$ cat src/rtl/wb_arbiter_pkg.sv
// Shared definitions for the writeback arbiter block.
// Provides the register-address and data widths, the number of
// architectural registers tracked by the scoreboard, and the encoding
// of the writeback grant source.
package wb_arbiter_pkg;

  localparam int REG_ADDR_W = 5;
  localparam int XLEN       = 32;
  localparam int NUM_REGS   = 1 << REG_ADDR_W;

  typedef enum logic [1:0] {
    GRANT_NONE = 2'd0,
    GRANT_ALU  = 2'd1,
    GRANT_LSU  = 2'd2
  } grant_src_e;

endpackage

$ cat src/rtl/wb_fifo.sv
// Small synchronous FIFO that buffers ALU writeback entries.
// Ports:
//   clk_i, rst_i   - clock and synchronous active-high reset
//   push_i         - write push_data_i (ignored when full)
//   push_data_i    - entry to enqueue
//   pop_i          - drop the head entry (ignored when empty)
//   head_data_o    - current head entry
//   full_o/empty_o - occupancy flags
//   count_o        - current occupancy, 0..DEPTH
module wb_fifo
  import wb_arbiter_pkg::*;
#(
  parameter int DEPTH = 4,
  parameter int W     = XLEN + REG_ADDR_W
) (
  input  logic                     clk_i,
  input  logic                     rst_i,
  input  logic                     push_i,
  input  logic [W-1:0]             push_data_i,
  input  logic                     pop_i,
  output logic [W-1:0]             head_data_o,
  output logic                     full_o,
  output logic                     empty_o,
  output logic [$clog2(DEPTH):0]   count_o
);

  localparam int PW = $clog2(DEPTH);
  localparam int CW = PW + 1;

  logic [W-1:0]  mem_q [DEPTH];
  logic [PW-1:0] wrPtr_q;
  logic [PW-1:0] rdPtr_q;
  logic [CW-1:0] count_q;
  logic          doPush;
  logic          doPop;

  // Guard push/pop here as well so the FIFO can never over- or underflow
  // regardless of what the caller does.
  always_comb begin
    doPush      = push_i && !full_o;
    doPop       = pop_i && !empty_o;
    full_o      = (count_q == CW'(DEPTH));
    empty_o     = (count_q == '0);
    head_data_o = mem_q[rdPtr_q];
    count_o     = count_q;
  end

  // Storage carries no reset; only the pointers and count define validity.
  always_ff @(posedge clk_i) begin
    if (doPush) begin
      mem_q[wrPtr_q] <= push_data_i;
    end
  end

  // Pointers wrap naturally because DEPTH is a power of two.
  always_ff @(posedge clk_i) begin
    if (rst_i) begin
      wrPtr_q <= '0;
      rdPtr_q <= '0;
      count_q <= '0;
    end else begin
      if (doPush) begin
        wrPtr_q <= wrPtr_q + 1'b1;
      end
      if (doPop) begin
        rdPtr_q <= rdPtr_q + 1'b1;
      end
      count_q <= count_q + CW'(doPush) - CW'(doPop);
    end
  end

endmodule

$ cat src/rtl/wb_arbiter.sv
// Register-file writeback arbiter with destination scoreboard.
// ALU results are buffered in a FIFO (no backpressure, overflow is
// dropped and flagged); load results use valid/ready. Each cycle one of
// FIFO head / LSU is granted and written one cycle later. A 2-bit pending
// count per register tracks in-flight destinations announced by decode.
// Ports:
//   clk, rst                     - clock, synchronous active-high reset
//   alu_valid/alu_rd/alu_data    - ALU result push; alu_full = FIFO full
//   lsu_valid/lsu_rd/lsu_data    - load result; lsu_ready = LSU granted
//   iss_valid/iss_rd/iss_ready   - decode announces an in-flight rd
//   rs1/rs2, rs1_busy/rs2_busy   - hazard query
//   wen/waddr/wdata              - register-file write port
//   ovf_err                      - sticky ALU overflow flag
module wb_arbiter
  import wb_arbiter_pkg::*;
#(
  parameter int DEPTH = 4,
  parameter int DW    = XLEN
) (
  input  logic                  clk,
  input  logic                  rst,
  input  logic                  alu_valid,
  input  logic [REG_ADDR_W-1:0] alu_rd,
  input  logic [DW-1:0]         alu_data,
  output logic                  alu_full,
  input  logic                  lsu_valid,
  input  logic [REG_ADDR_W-1:0] lsu_rd,
  input  logic [DW-1:0]         lsu_data,
  output logic                  lsu_ready,
  input  logic                  iss_valid,
  input  logic [REG_ADDR_W-1:0] iss_rd,
  output logic                  iss_ready,
  input  logic [REG_ADDR_W-1:0] rs1,
  input  logic [REG_ADDR_W-1:0] rs2,
  output logic                  rs1_busy,
  output logic                  rs2_busy,
  output logic                  wen,
  output logic [REG_ADDR_W-1:0] waddr,
  output logic [DW-1:0]         wdata,
  output logic                  ovf_err
);

  localparam int EW    = DW + REG_ADDR_W;
  localparam int CNT_W = $clog2(DEPTH) + 1;

  logic                  fifoPush;
  logic                  fifoPop;
  logic                  fifoFull;
  logic                  fifoEmpty;
  logic [EW-1:0]         fifoHead;
  logic [CNT_W-1:0]      fifoCount;
  grant_src_e            grant;
  logic                  rrLsuPrio_q, rrLsuPrio_d;
  logic [REG_ADDR_W-1:0] selRd;
  logic [DW-1:0]         selData;
  logic                  wen_q;
  logic [REG_ADDR_W-1:0] waddr_q;
  logic [DW-1:0]         wdata_q;
  logic                  ovfErr_q;
  logic [1:0]            count_q [NUM_REGS];
  logic [1:0]            count_d [NUM_REGS];
  logic                  issInc;
  logic                  wbDec;
  logic [NUM_REGS-1:0]   issHot;
  logic [NUM_REGS-1:0]   wbHot;

  assign fifoPush = alu_valid && !fifoFull && !rst;
  assign fifoPop  = (grant == GRANT_ALU);

  wb_fifo #(
    .DEPTH (DEPTH),
    .W     (EW)
  ) u_fifo (
    .clk_i       (clk),
    .rst_i       (rst),
    .push_i      (fifoPush),
    .push_data_i ({alu_rd, alu_data}),
    .pop_i       (fifoPop),
    .head_data_o (fifoHead),
    .full_o      (fifoFull),
    .empty_o     (fifoEmpty),
    .count_o     (fifoCount)
  );

  // Grant selection. A full FIFO always wins so ALU results are not lost;
  // otherwise contested cycles alternate, and only contested cycles move
  // the round-robin bit (1 = LSU has priority next contest).
  always_comb begin
    grant       = GRANT_NONE;
    rrLsuPrio_d = rrLsuPrio_q;
    if (!rst) begin
      if (!fifoEmpty && lsu_valid) begin
        if (fifoCount == CNT_W'(DEPTH)) begin
          grant = GRANT_ALU;
        end else if (rrLsuPrio_q) begin
          grant = GRANT_LSU;
        end else begin
          grant = GRANT_ALU;
        end
        rrLsuPrio_d = (grant == GRANT_ALU);
      end else if (!fifoEmpty) begin
        grant = GRANT_ALU;
      end else if (lsu_valid) begin
        grant = GRANT_LSU;
      end
    end
  end

  // Route the granted entry toward the writeback register.
  always_comb begin
    selRd   = '0;
    selData = '0;
    case (grant)
      GRANT_ALU: {selRd, selData} = fifoHead;
      GRANT_LSU: begin
        selRd   = lsu_rd;
        selData = lsu_data;
      end
      default: ;
    endcase
  end

  // Registered write port; rd=0 entries are consumed without a write.
  always_ff @(posedge clk) begin
    if (rst) begin
      wen_q   <= 1'b0;
      waddr_q <= '0;
      wdata_q <= '0;
    end else begin
      wen_q   <= (grant != GRANT_NONE) && (selRd != '0);
      waddr_q <= selRd;
      wdata_q <= selData;
    end
  end

  // Round-robin bit and sticky overflow flag. Reset gives LSU priority.
  always_ff @(posedge clk) begin
    if (rst) begin
      rrLsuPrio_q <= 1'b1;
      ovfErr_q    <= 1'b0;
    end else begin
      rrLsuPrio_q <= rrLsuPrio_d;
      if (alu_valid && fifoFull) begin
        ovfErr_q <= 1'b1;
      end
    end
  end

  // Scoreboard next state. Simultaneous issue and writeback of the same
  // register cancel out; a decrement at zero holds zero. Register 0 is
  // never pending.
  always_comb begin
    issInc = iss_valid && iss_ready && (iss_rd != '0);
    wbDec  = wen_q && (waddr_q != '0);
    issHot = issInc ? (NUM_REGS'(1) << iss_rd) : '0;
    wbHot  = wbDec ? (NUM_REGS'(1) << waddr_q) : '0;
    for (int r = 0; r < NUM_REGS; r++) begin
      count_d[r] = count_q[r];
      case ({issHot[r], wbHot[r]})
        2'b10: count_d[r] = count_q[r] + 2'd1;
        2'b01: if (count_q[r] != 2'd0) count_d[r] = count_q[r] - 2'd1;
        default: ;
      endcase
    end
    count_d[0] = '0;
  end

  // Scoreboard state. Decrementing on the writeback edge means busy drops
  // exactly when the register file holds the new value.
  always_ff @(posedge clk) begin
    if (rst) begin
      for (int r = 0; r < NUM_REGS; r++) begin
        count_q[r] <= '0;
      end
    end else begin
      for (int r = 0; r < NUM_REGS; r++) begin
        count_q[r] <= count_d[r];
      end
    end
  end

  // Handshake and hazard outputs are forced low while reset is applied.
  always_comb begin
    alu_full  = !rst && fifoFull;
    lsu_ready = !rst && (grant == GRANT_LSU);
    iss_ready = !rst && (count_q[iss_rd] != 2'd3);
    rs1_busy  = !rst && (rs1 != '0) && (count_q[rs1] != 2'd0);
    rs2_busy  = !rst && (rs2 != '0) && (count_q[rs2] != 2'd0);
    wen       = wen_q;
    waddr     = waddr_q;
    wdata     = wdata_q;
    ovf_err   = ovfErr_q;
  end

  // A writeback to a register with no pending count is a protocol error
  // upstream; the count saturates at zero and this flags it in simulation.
  property pWbHasPending;
    @(posedge clk) disable iff (rst) wbDec |-> (count_q[waddr_q] != 2'd0);
  endproperty
  aWbHasPending: assert property (pWbHasPending)
    else $warning("wb_arbiter: writeback to r%0d with no pending count", waddr_q);

endmodule
$ cat config.mk
export PLATFORM = sky130hd
export DESIGN_NAME = wb_arbiter
export DESIGN_NICKNAME = d
export VERILOG_FILES = /design/src/rtl/wb_arbiter_pkg.sv /design/src/rtl/wb_fifo.sv /design/src/rtl/wb_arbiter.sv
export SDC_FILE = /design/constraint.sdc
export NUM_CORES = 1
export LEC_CHECK = 0
export ABC_AREA = 1
export BUFFER_PORTS_ARGS = -buffer_cell sky130_fd_sc_hd__buf_4
export CORE_MARGIN = 1.5
export CORE_UTILIZATION = 59
export DETAILED_ROUTE_END_ITERATION = 10
export PLACE_DENSITY = 0.8
export SLEW_MARGIN = 20
export SYNTH_ARGS = -nofsm -noshare
export SYNTH_HDL_FRONTEND = slang
export SYNTH_SLANG_ARGS = --single-unit
$ cat constraint.sdc
create_clock -name clk -period 3.1 [get_ports clk]
set_input_delay 0.155 -clock clk [delete_from_list [all_inputs] [get_ports clk]]
set_output_delay 0.155 -clock clk [all_outputs]
set_load 0.005 [all_outputs]
==> flow_metrics.tcl, run 1 <==
set metrics [dict create \
    post-synth-top-area-cell "edfxtp_1" \
    critPathBufInv 5 \
    final_common_cell "nor2_1" \
    crit_family "adder cells" \
    port_buffers 137 \
    cp.arrival_ns 3.29 \
    setup_viol_count_final 0 \
    slowest_delay_ns 0.42 \
    die_width_um 148 \
    dieArea_um2 22000 \
    synth_area_um2 12500 \
    io_pins 138 \
    place_inst 1876 \
    max_cap_viol_count 0 \
    synthTopCellsByArea "edfxtp_1 (36%), dfxtp_1 (18%), nor2_1 (10%)" \
    critPathKind "reg -> reg" \
    grt_max_degree 80 \
    hold_path.class "in -> reg" \
    cp.required_ns 3.54 \
    drtIter0Drc 1097 \
    crit_top_cell "inv_1" \
    drive_above_1_share_pct 13.5 \
    synthCells 1511 \
    syn_area_per_cell_um2 8.25 \
    tightest_slew_ns 0.801 \
    fp.dieH_um 148 \
    fin_cells 2003 \
    gp_congestion 0.983 \
    crit_chain "or2_2, nor2_1, inv_1, nand2_1, o211ai_1, inv_1, ha_1, nand2_1, inv_1, ha_1, inv_1, ha_1, inv_1, fa_1, o21ai_1, a21oi_1" \
    ys_ff_latch 259 \
    cts.sinks 259 \
    drc 0 \
    synth-seq-area-share_pct 53.5 \
    fin_crit_ns 2.86 \
    p_sw_mw 2.14 \
    report.final.slew_viol_count 0 \
    fill_cells 1403 \
    finalWirelength_um 35900 \
    cp_slowest_cell "fa_1" \
    numCtsBuffers 28 \
    clk_latency_ns 0.56 \
    p_comb_share_pct 12.8 \
    max_freq_mhz 350 \
    p_per_area_nw_per_um2 533 \
    ant_nets 0 \
    clkTransAtPathRegs_ns 0.06 \
    hold_viol 0 \
    num_antenna_cells 0 \
    seq_power_share_pct 46.4 \
    nNetsFinal 1815 \
    relSlewSlack_pct 46.6 \
    overflow 0 \
    synthToLayoutAreaGrowth_pct 24.2 \
    status "finished clean" \
    ys_types 41 \
    avgViaCountPerCell 5.87 \
    critPathMaxFanout 5 \
    finClkSkew_ns 0.0113 \
    p_clk_share_pct 40.7 \
    root_buffer "clkbuf_16" \
    grt_pass1_wl_um 56400 \
    wl_per_cell_um 17.9 \
    num_rows 52 \
    clockBufferDepth 3 \
    leakage_nw 5.89 \
    start_util_pct 60.8 \
    finalCritPeriodShare_pct 92.2 \
    cts_tree "done" \
    setup_tns_ns 0 \
    grt_pass1_vias 11400 \
    ir_worst_vdd_uv 630 \
    ys_warn_count 0 \
    swShare_pct 25.9 \
    vias 11800 \
    rsz0062_at_grt "no" \
    final_cell_mix "nor2_1 (329), nand2_1 (208), buf_4 (157)" \
    yosysTopAreaCellShare_pct 35.6 \
    critPathCaptureType "flop" \
    intPower_mw 6.12 \
    core_area_um2 20500 \
    grt_usage_pct 32.5 \
    antenna_found_initial 0 \
    post-cts-setup-buffer-count 0 \
    p_total_mw 8.25 \
    drtPass1Iterations 5 \
    start_kind "flop" \
    h-tree-depth 1 \
    hpwl_um 22800 \
    synth_nets 1615 \
]
sequential cells by signal, indices dropped and copies added, names as in the netlist, named ones only:
name	flops
waddr	5
wen	1
count_q	62
u_fifo.mem_q	148
ovf_err	1
u_fifo.rdPtr_q	2
wdata	32
u_fifo.wrPtr_q	2
rrLsuPrio_q	1
u_fifo.count_o	3
cell families after synthesis:
kind of cell             synth area share (%)
AO/OA/AOI/OAI                            14.2
adder cells (fa/ha/maj)                  1.06
buffers and inverters                    6.96
flip-flops                               53.5
AND/OR/NAND/NOR                          24.3
stage by stage:
| stage | setup slack, ns | instance area (µm²) | hold slack (ns) | utilization (%) |
|---|---|---|---|---|
| after floorplan | 0.200 | 12500 | 0.222 | - |
| after global placement | 0.532 | 13800 | 0.356 | 67.3 |
| after detailed placement | 0.420 | 13800 | 0.359 | 67.3 |
| after CTS | 0.406 | 15500 | 0.0166 | 75.6 |
| after global routing | 0.0353 | 15500 | 0.0637 | 75.6 |
| final | 0.242 | 15500 | 0.0529 | 75.6 |
path summary, 6_finish.rpt:
path	startpoint	endpoint	slack (ns)	cells after the start
max	u_fifo.count_o[1]$_SDFF_PP0_	u_fifo.count_o[2]$_SDFF_PP0_	0.24	16
min	lsu_rd[1]	waddr[1]$_SDFF_PP0_	0.05	5
max reg2reg	u_fifo.count_o[1]$_SDFF_PP0_	u_fifo.count_o[2]$_SDFF_PP0_	0.24	16
min reg2reg	count_q[28][0]$_SDFFE_PP0P_	count_q[28][1]$_SDFFE_PP0P_	0.48	2
final cells by class:
class	count	area, µm²	area share, %
flip-flops and latches	259	6670	43.1
well taps	270	338	2.18
clock inverters	15	161	1.04
multi-input cells	1039	4960	32.1
clock buffers	37	774	5.00
repair buffers	237	2030	13.1
inverters	146	551	3.56
cell usage after synthesis:
cell / number
o21ai_0: 128
nand4_1: 15
inv_1: 141
o311ai_0: 1
buf_8: 1
or2_2: 1
a22oi_1: 35
a311oi_1: 2
o41ai_1: 1
buf_4: 4
fa_1: 1
o32ai_1: 1
a22o_1: 1
inv_4: 1
ha_1: 9
a211oi_1: 1
buf_2: 7
buf_1: 7
nor2_4: 1
edfxtp_1: 148
o2111ai_1: 3
nand3_2: 12
o31ai_1: 1
clkinv_1: 2
o221ai_1: 6
dfxtp_1: 111
buf_6: 4
nand2_2: 1
nor2_1: 333
clkbuf_1: 44
o211ai_1: 5
o21bai_1: 13
o21ai_1: 6
a21oi_1: 66
o22ai_1: 35
nand2_1: 208
nor2_2: 1
a31oi_1: 1
nand3_1: 140
nor3_1: 11
inv_2: 2
tightest hold or removal path, cell delays in order:
cell	delay [ns]
buf_4	0.11
inv_1	0.06
o21ai_0	0.12
inv_1	0.07
nor2_1	0.03
power by group through the flow:
| stage | clock, mW | sequential [mW] | combinational, mW |
|---|---|---|---|
| 2_1_floorplan | 0 | 3.90 | 0.545 |
| 3_3_place_gp | 0 | 3.89 | 0.906 |
| 3_5_place_dp | 0 | 3.90 | 0.933 |
| 4_1_cts | 3.36 | 3.83 | 1.01 |
| 5_1_grt | 3.51 | 3.84 | 1.14 |
| 6_report | 3.36 | 3.83 | 1.06 |
routing by layer:
layer	share of wire, %	global-route usage [%]	vias to the layer above	wire [µm]
li1	-	-	5540	-
met1	39	40.1	5502	13900
met2	48	56.1	586	17300
met3	9.0	6.29	127	3230
met4	4.0	13.2	0	1430
met5	0	0	-	0
repair_timing:
action | CTS | global route
setup endpoints to repair | 0 | 1
hold buffers | 75 | 0
hold endpoints to repair | 189 | 0
resized for setup | 0 | 1
Power figures use the tool's default switching activity.
==> run 2, diff against run 1 <==
--- a/config.mk
+++ b/config.mk
@@ -5,10 +5,9 @@
 export SDC_FILE = /design/constraint.sdc
 export NUM_CORES = 1
 export LEC_CHECK = 0
-export ABC_AREA = 1
 export BUFFER_PORTS_ARGS = -buffer_cell sky130_fd_sc_hd__buf_4
-export CORE_MARGIN = 1.5
 export CORE_UTILIZATION = 59
+export CTS_CLUSTER_SIZE = 8
 export DETAILED_ROUTE_END_ITERATION = 10
 export PLACE_DENSITY = 0.8
 export SLEW_MARGIN = 20
==> flow_metrics.tcl, run 2 <==
set metrics [dict create \
    setup_tns_ns 0 \
    relSlewSlack_pct 53.6 \
    rsz0062_at_grt "no" \
    max_cap_viol_count 0 \
    grt_usage_pct 35.7 \
    finClkSkew_ns 0.0394 \
    clk_latency_ns 0.55 \
    syn_area_per_cell_um2 11.9 \
    yosysMostFrequentCell "edfxtp_1" \
    ir_worst_vdd_uv 697 \
    hold_viol 0 \
    nNetsFinal 1323 \
    largest_register_ffs 148 \
    crit_chain "nor2_1, and3b_1, or3_1, inv_1, ha_1, and2_1, ha_1, inv_1, ha_1, inv_1, fa_1, xnor2_1, nor2_1" \
    fp.dieH_um 144 \
    synth_nets 1109 \
    busiest_layer "met2" \
    ys_ff_latch 259 \
    die_width_um 144 \
    synth_fa_ha_area_share_pct 1.11 \
    start_util_pct 60.8 \
    gp_congestion 0.868 \
    io_pins 138 \
    wl_per_cell_um 24.9 \
    regMostFlops "u_fifo.mem_q" \
    vias 9892 \
    rr_worst_depth 13 \
    final_common_cell "buf_4" \
    synth_top_family_by_area "simple AND/OR/NAND/NOR gates" \
    place_inst 1366 \
    swShare_pct 27.6 \
    finalWirelength_um 37600 \
    post-synth-top-area-cell "edfxtp_1" \
    synth_compound_area_share_pct 13.0 \
    setup_viol_count_final 0 \
    drtIter0Drc 1054 \
    report.final.slew_viol_count 0 \
    slowest_delay_ns 0.39 \
    ys_types 69 \
    antenna_found_initial 2 \
    max_freq_mhz 356 \
    leakage_nw 5.26 \
    status "finished clean" \
    min_path_cells 5 \
    hold_path.class "in -> reg" \
    dieArea_um2 20800 \
    intPower_mw 6.82 \
    final_core_util_pct 77.1 \
    whs_ns 0.146 \
    cp.required_ns 3.50 \
    port_buffers 137 \
    critPathCaptureType "flop" \
    synth_area_um2 12000 \
    grt_pass1_wl_um 54800 \
    drtPass1Iterations 6 \
    overflow 0 \
    cts.sinks 259 \
    final.setup.worst_slack_ns 0.293 \
    hpwl_um 18900 \
    finalCritPeriodShare_pct 90.5 \
    cp.arrival_ns 3.21 \
    h-tree-depth 2 \
    r2r-start "u_fifo.count_o[1]$_SDFF_PP0_" \
    root_buffer "clkbuf_16" \
    grt_util_met2_pct 59.7 \
    final_cell_mix "buf_4 (153), edfxtp_1 (148), dfxtp_1 (109)" \
    post-cts-setup-buffer-count 0 \
    critPathMaxFanout 5 \
    synthCells 1005 \
    p_clk_share_pct 42.9 \
    startpoint "u_fifo.count_o[1]$_SDFF_PP0_" \
    ant_nets 0 \
    tightest_slew_ns 0.696 \
    seq_power_share_pct 42.5 \
    p_per_area_nw_per_um2 622 \
    numCtsBuffers 38 \
    synthTopCellsByArea "edfxtp_1 (37%), dfxtp_1 (19%), mux4_2 (9.6%)" \
    fin_crit_ns 2.81 \
    synth-seq-area-share_pct 55.7 \
    cp_slowest_cell "or3_1" \
    grtUsageMet3_pct 7.78 \
    gr-usage-met1_pct 45.1 \
    drc 0 \
    drive_above_1_share_pct 22.2 \
    pre_cts_ws_ns 0.349 \
    grt_pass1_vias 9590 \
    synth_edf_count 148 \
    yosysTopAreaCellShare_pct 37.2 \
    synth_ff_type "edfxtp_1" \
    critPathKind "reg -> reg" \
    synth_xor_area_share_pct 0.952 \
    avgViaCountPerCell 6.55 \
    synth_mux_area_share_pct 10.0 \
    hold_path_startpoint "iss_rd[4]" \
    ys_warn_count 0 \
    num_rows 51 \
    clockBufferDepth 3 \
    ys_top_cells_by_count "edfxtp_1 (148), dfxtp_1 (111), nor2_1 (89), nand2_1 (53)" \
    p_comb_share_pct 14.6 \
    p_sw_mw 2.60 \
    grt_max_degree 39 \
    synthToLayoutAreaGrowth_pct 26.7 \
    fin_cells 1511 \
    clkTransAtPathRegs_ns 0.05 \
    synthSimpleGateAreaFrac_pct 16.8 \
    start_kind "flop" \
    async_flop_share_pct 0 \
    cts_tree "done" \
    core_area_um2 19700 \
]
-- run 2: cell count changes after synthesis, sizes merged, moves of 15 or more --
cell / change
a211oi: +27
a21oi: -15
and2: +20
and3: +16
inv: -134
mux4: +51
nand2: -156
nand2b: +27
nand3: -126
nor2: -246
nor3: +34
o21ai: -91
o22ai: -34
-- run 2: timing repair --
action,CTS,global route
endpoints found under the hold margin,192,0
setup endpoints to repair,0,1
gates resized for setup,0,1
hold buffers,78,0
-- run 2: metal layers --
metal  wire (µm)  vias up
met3        3530      116
met1       14000     4758
met5           0        -
met2       18600      685
met4        1500        0
li1            -     4333
-- run 2: cells by family (layout without fill, tap and decap cells) --
family                     count (synthesis)  after routing
buffers and inverters                     68            306
other                                      0              3
muxes                                     56             56
and+or+nand+nor                          366            366
adders and majority gates                 10             10
xor gates and xnor gates                  13             13
DFF                                      259            259
AOI/OAI and AO/OA                        233            233
-- run 2: critical path: cells and delay by family (launching register included) --
kind	cells	cell delay, ns
adder cells (fa/ha/maj)	4	0.90
buffers and inverters	3	0.20
XOR/XNOR	1	0.16
flip-flops	1	0.36
AND/OR/NAND/NOR	5	1.07
-- run 2: power by group through the flow --
stage                     clock (mW)  combinational, mW  sequential (mW)
final                           4.04               1.37             4.01
after global routing            4.17               1.44             4.02
after CTS                       3.91               1.27             3.98
after detailed placement           0               1.16             4.04
after global placement             0               1.13             4.02
after floorplan                    0              0.749             3.98
-- run 2: per-stage QoR --
stage               power [mW]  area, µm²
floorplan                 4.73      12000
global placement          5.16      13200
detailed placement        5.20      13200
CTS                       9.16      15100
global route              9.62      15100
finish                    9.43      15200
-- run 2: area by class of cell --
type / instances / area (µm²)
Sequential cell: 259 / 6670
Multi-Input combinational cell: 678 / 5020
Fill cell: 1164 / 4500
Timing Repair Buffer: 232 / 1950
Clock buffer: 61 / 1060
Tap cell: 265 / 332
Clock inverter: 3 / 80.1
Inverter: 10 / 37.5
Antenna cell: 3 / 7.51
-- run 2: path summary, 6_finish.rpt --
check	end	slack, ns
worst max register to register	u_fifo.count_o[2]$_SDFF_PP0_	0.29
worst min-delay path	count_q[17][1]$_SDFFE_PP0P_	0.15
worst max-delay path	u_fifo.count_o[2]$_SDFF_PP0_	0.29
worst min register to register	count_q[23][1]$_SDFFE_PP0P_	0.51
==> run 3, diff against run 2 <==
--- a/config.mk
+++ b/config.mk
@@ -6,6 +6,7 @@
 export NUM_CORES = 1
 export LEC_CHECK = 0
 export BUFFER_PORTS_ARGS = -buffer_cell sky130_fd_sc_hd__buf_4
+export CORE_ASPECT_RATIO = 1.5
 export CORE_UTILIZATION = 59
 export CTS_CLUSTER_SIZE = 8
 export DETAILED_ROUTE_END_ITERATION = 10
==> flow_metrics.tcl, run 3 (same netlist as run 2, synthesis figures left out) <==
set metrics [dict create \
    hpwl_um 19700 \
    hold_path.class "in -> reg" \
    h-tree-depth 2 \
    p_per_area_nw_per_um2 612 \
    nNetsFinal 1319 \
    cp.required_ns 3.50 \
    p_clk_share_pct 42.2 \
    clk_latency_ns 0.53 \
    slowest_delay_ns 0.39 \
    intPower_mw 6.76 \
    p_sw_mw 2.47 \
    finClkSkew_ns 0.0158 \
    core_area_um2 19800 \
    grt_max_degree 39 \
    report.final.slew_viol_count 0 \
    io_pins 138 \
    final_common_cell "buf_4" \
    port_buffers 137 \
    crit_family "simple AND/OR/NAND/NOR gates" \
    dieArea_um2 20900 \
    start_kind "flop" \
    grt_pass1_wl_um 55200 \
    tightest_slew_ns 0.743 \
    avgViaCountPerCell 6.58 \
    root_buffer "clkbuf_16" \
    final_cell_mix "buf_4 (151), edfxtp_1 (148), dfxtp_1 (109)" \
    r2r-start "u_fifo.count_o[1]$_SDFF_PP0_" \
    clockBufferDepth 3 \
    antenna_found_initial 2 \
    critPathBufInv 3 \
    start_util_pct 60.4 \
    ant_nets 0 \
    drive_above_1_share_pct 22.1 \
    critPathMaxFanout 5 \
    fin_cells 1500 \
    setup_tns_ns 0 \
    cp_slowest_cell "or3_1" \
    hold_path_startpoint "rst" \
    fp.dieH_um 176 \
    synthToLayoutAreaGrowth_pct 26.0 \
    numCtsBuffers 38 \
    cts_tree "done" \
    wl_per_cell_um 23.7 \
    leakage_nw 5.22 \
    vias 9866 \
    drc 0 \
    fin_crit_ns 2.89 \
    drtPass1Iterations 5 \
    multi_input_area_um2 5020 \
    rrSetupSlack_ns 0.21 \
    status "finished clean" \
    gp_congestion 0.905 \
    ir_worst_vdd_uv 648 \
    overflow 0 \
    cp.arrival_ns 3.29 \
    setup_viol_count_final 0 \
    drtIter0Drc 1026 \
    die_width_um 118 \
    p_total_mw 9.22 \
    finalCritPeriodShare_pct 93.2 \
    largest_register_ffs 148 \
    relSlewSlack_pct 50.5 \
    critPathCaptureType "flop" \
    hold_viol 0 \
    crit_chain "nor2_1, and3b_1, or3_1, inv_1, ha_1, and2_1, ha_1, inv_1, ha_1, inv_1, fa_1, xnor2_1, nor2_1" \
    p_comb_share_pct 14.5 \
    fill_cells 1127 \
    max_freq_mhz 346 \
    critPathKind "reg -> reg" \
    cts_resized 0 \
    startpoint "u_fifo.count_o[1]$_SDFF_PP0_" \
    max_cap_viol_count 0 \
    grt_pass1_vias 10000 \
    grt_usage_pct 34.7 \
    rsz0062_at_grt "no" \
    finalWirelength_um 35500 \
    seqCellArea_um2 6670 \
    num_rows 63 \
    cts.sinks 259 \
    final_core_util_pct 76.2 \
    seq_power_share_pct 43.3 \
    clkTransAtPathRegs_ns 0.05 \
    swShare_pct 26.8 \
    regMostFlops "u_fifo.mem_q" \
    place_inst 1360 \
]
==> run 3: metal layers <==
| layer | GRT usage (%) | vias up | share of wire (%) |
|---|---|---|---|
| met5 | 0 | - | 0 |
| met4 | 18.2 | 0 | 4.5 |
| met3 | 7.82 | 142 | 8.4 |
| met2 | 61.5 | 590 | 51 |
| met1 | 39.0 | 4800 | 36 |
| li1 | - | 4334 | - |
==> run 3: power by group through the flow <==
stage          clock (mW)  combinational (mW)  sequential [mW]
2_1_floorplan           0               0.749             3.98
3_3_place_gp            0                1.14             4.02
3_5_place_dp            0                1.16             4.03
4_1_cts              3.83                1.27             3.98
5_1_grt              4.03                1.41             4.01
6_report             3.89                1.34             3.99
==> run 3: worst reg2reg max path: cells and delay by family, from the launching register on <==
kind                     cells  cell delay, ns
AND/OR/NAND/NOR              5            1.10
flip-flops                   1            0.36
XOR/XNOR                     1            0.16
buffers and inverters        3            0.22
adder cells (fa/ha/maj)      4            0.94
==> run 3: metrics by stage <==
step,area [µm²],setup WS (ns),hold WS [ns]
floorplan,12000,0.507,0.254
global placement,13200,0.406,0.356
detailed placement,13200,0.345,0.357
CTS,15100,0.317,0.00785
global route,15100,0.0383,0.0236
finish,15100,0.212,0.0111
==> run 3: path summary, 6_finish.rpt <==
path                                                     end  depth (start not counted)
worst min-delay path                                    flop                          2
worst min register to register          ovf_err$_SDFFE_PP0P_                          2
worst max-delay path            u_fifo.count_o[2]$_SDFF_PP0_                         13
worst max register to register  u_fifo.count_o[2]$_SDFF_PP0_                         13
==> run 3: final cells by class <==
cell class	instances	share of cell area (%)
Sequential cell	259	44.2
Multi-Input combinational cell	678	33.3
Timing Repair Buffer	228	12.8
Clock buffer	59	6.83
Tap cell	260	2.16
Clock inverter	4	0.432
Inverter	10	0.249
Antenna cell	2	0.0332
==> run 3: repair_timing <==
item	4_1_cts	5_1_grt
setup buffers	0	0
hold endpoints to repair	187	0
hold buffers	75	0
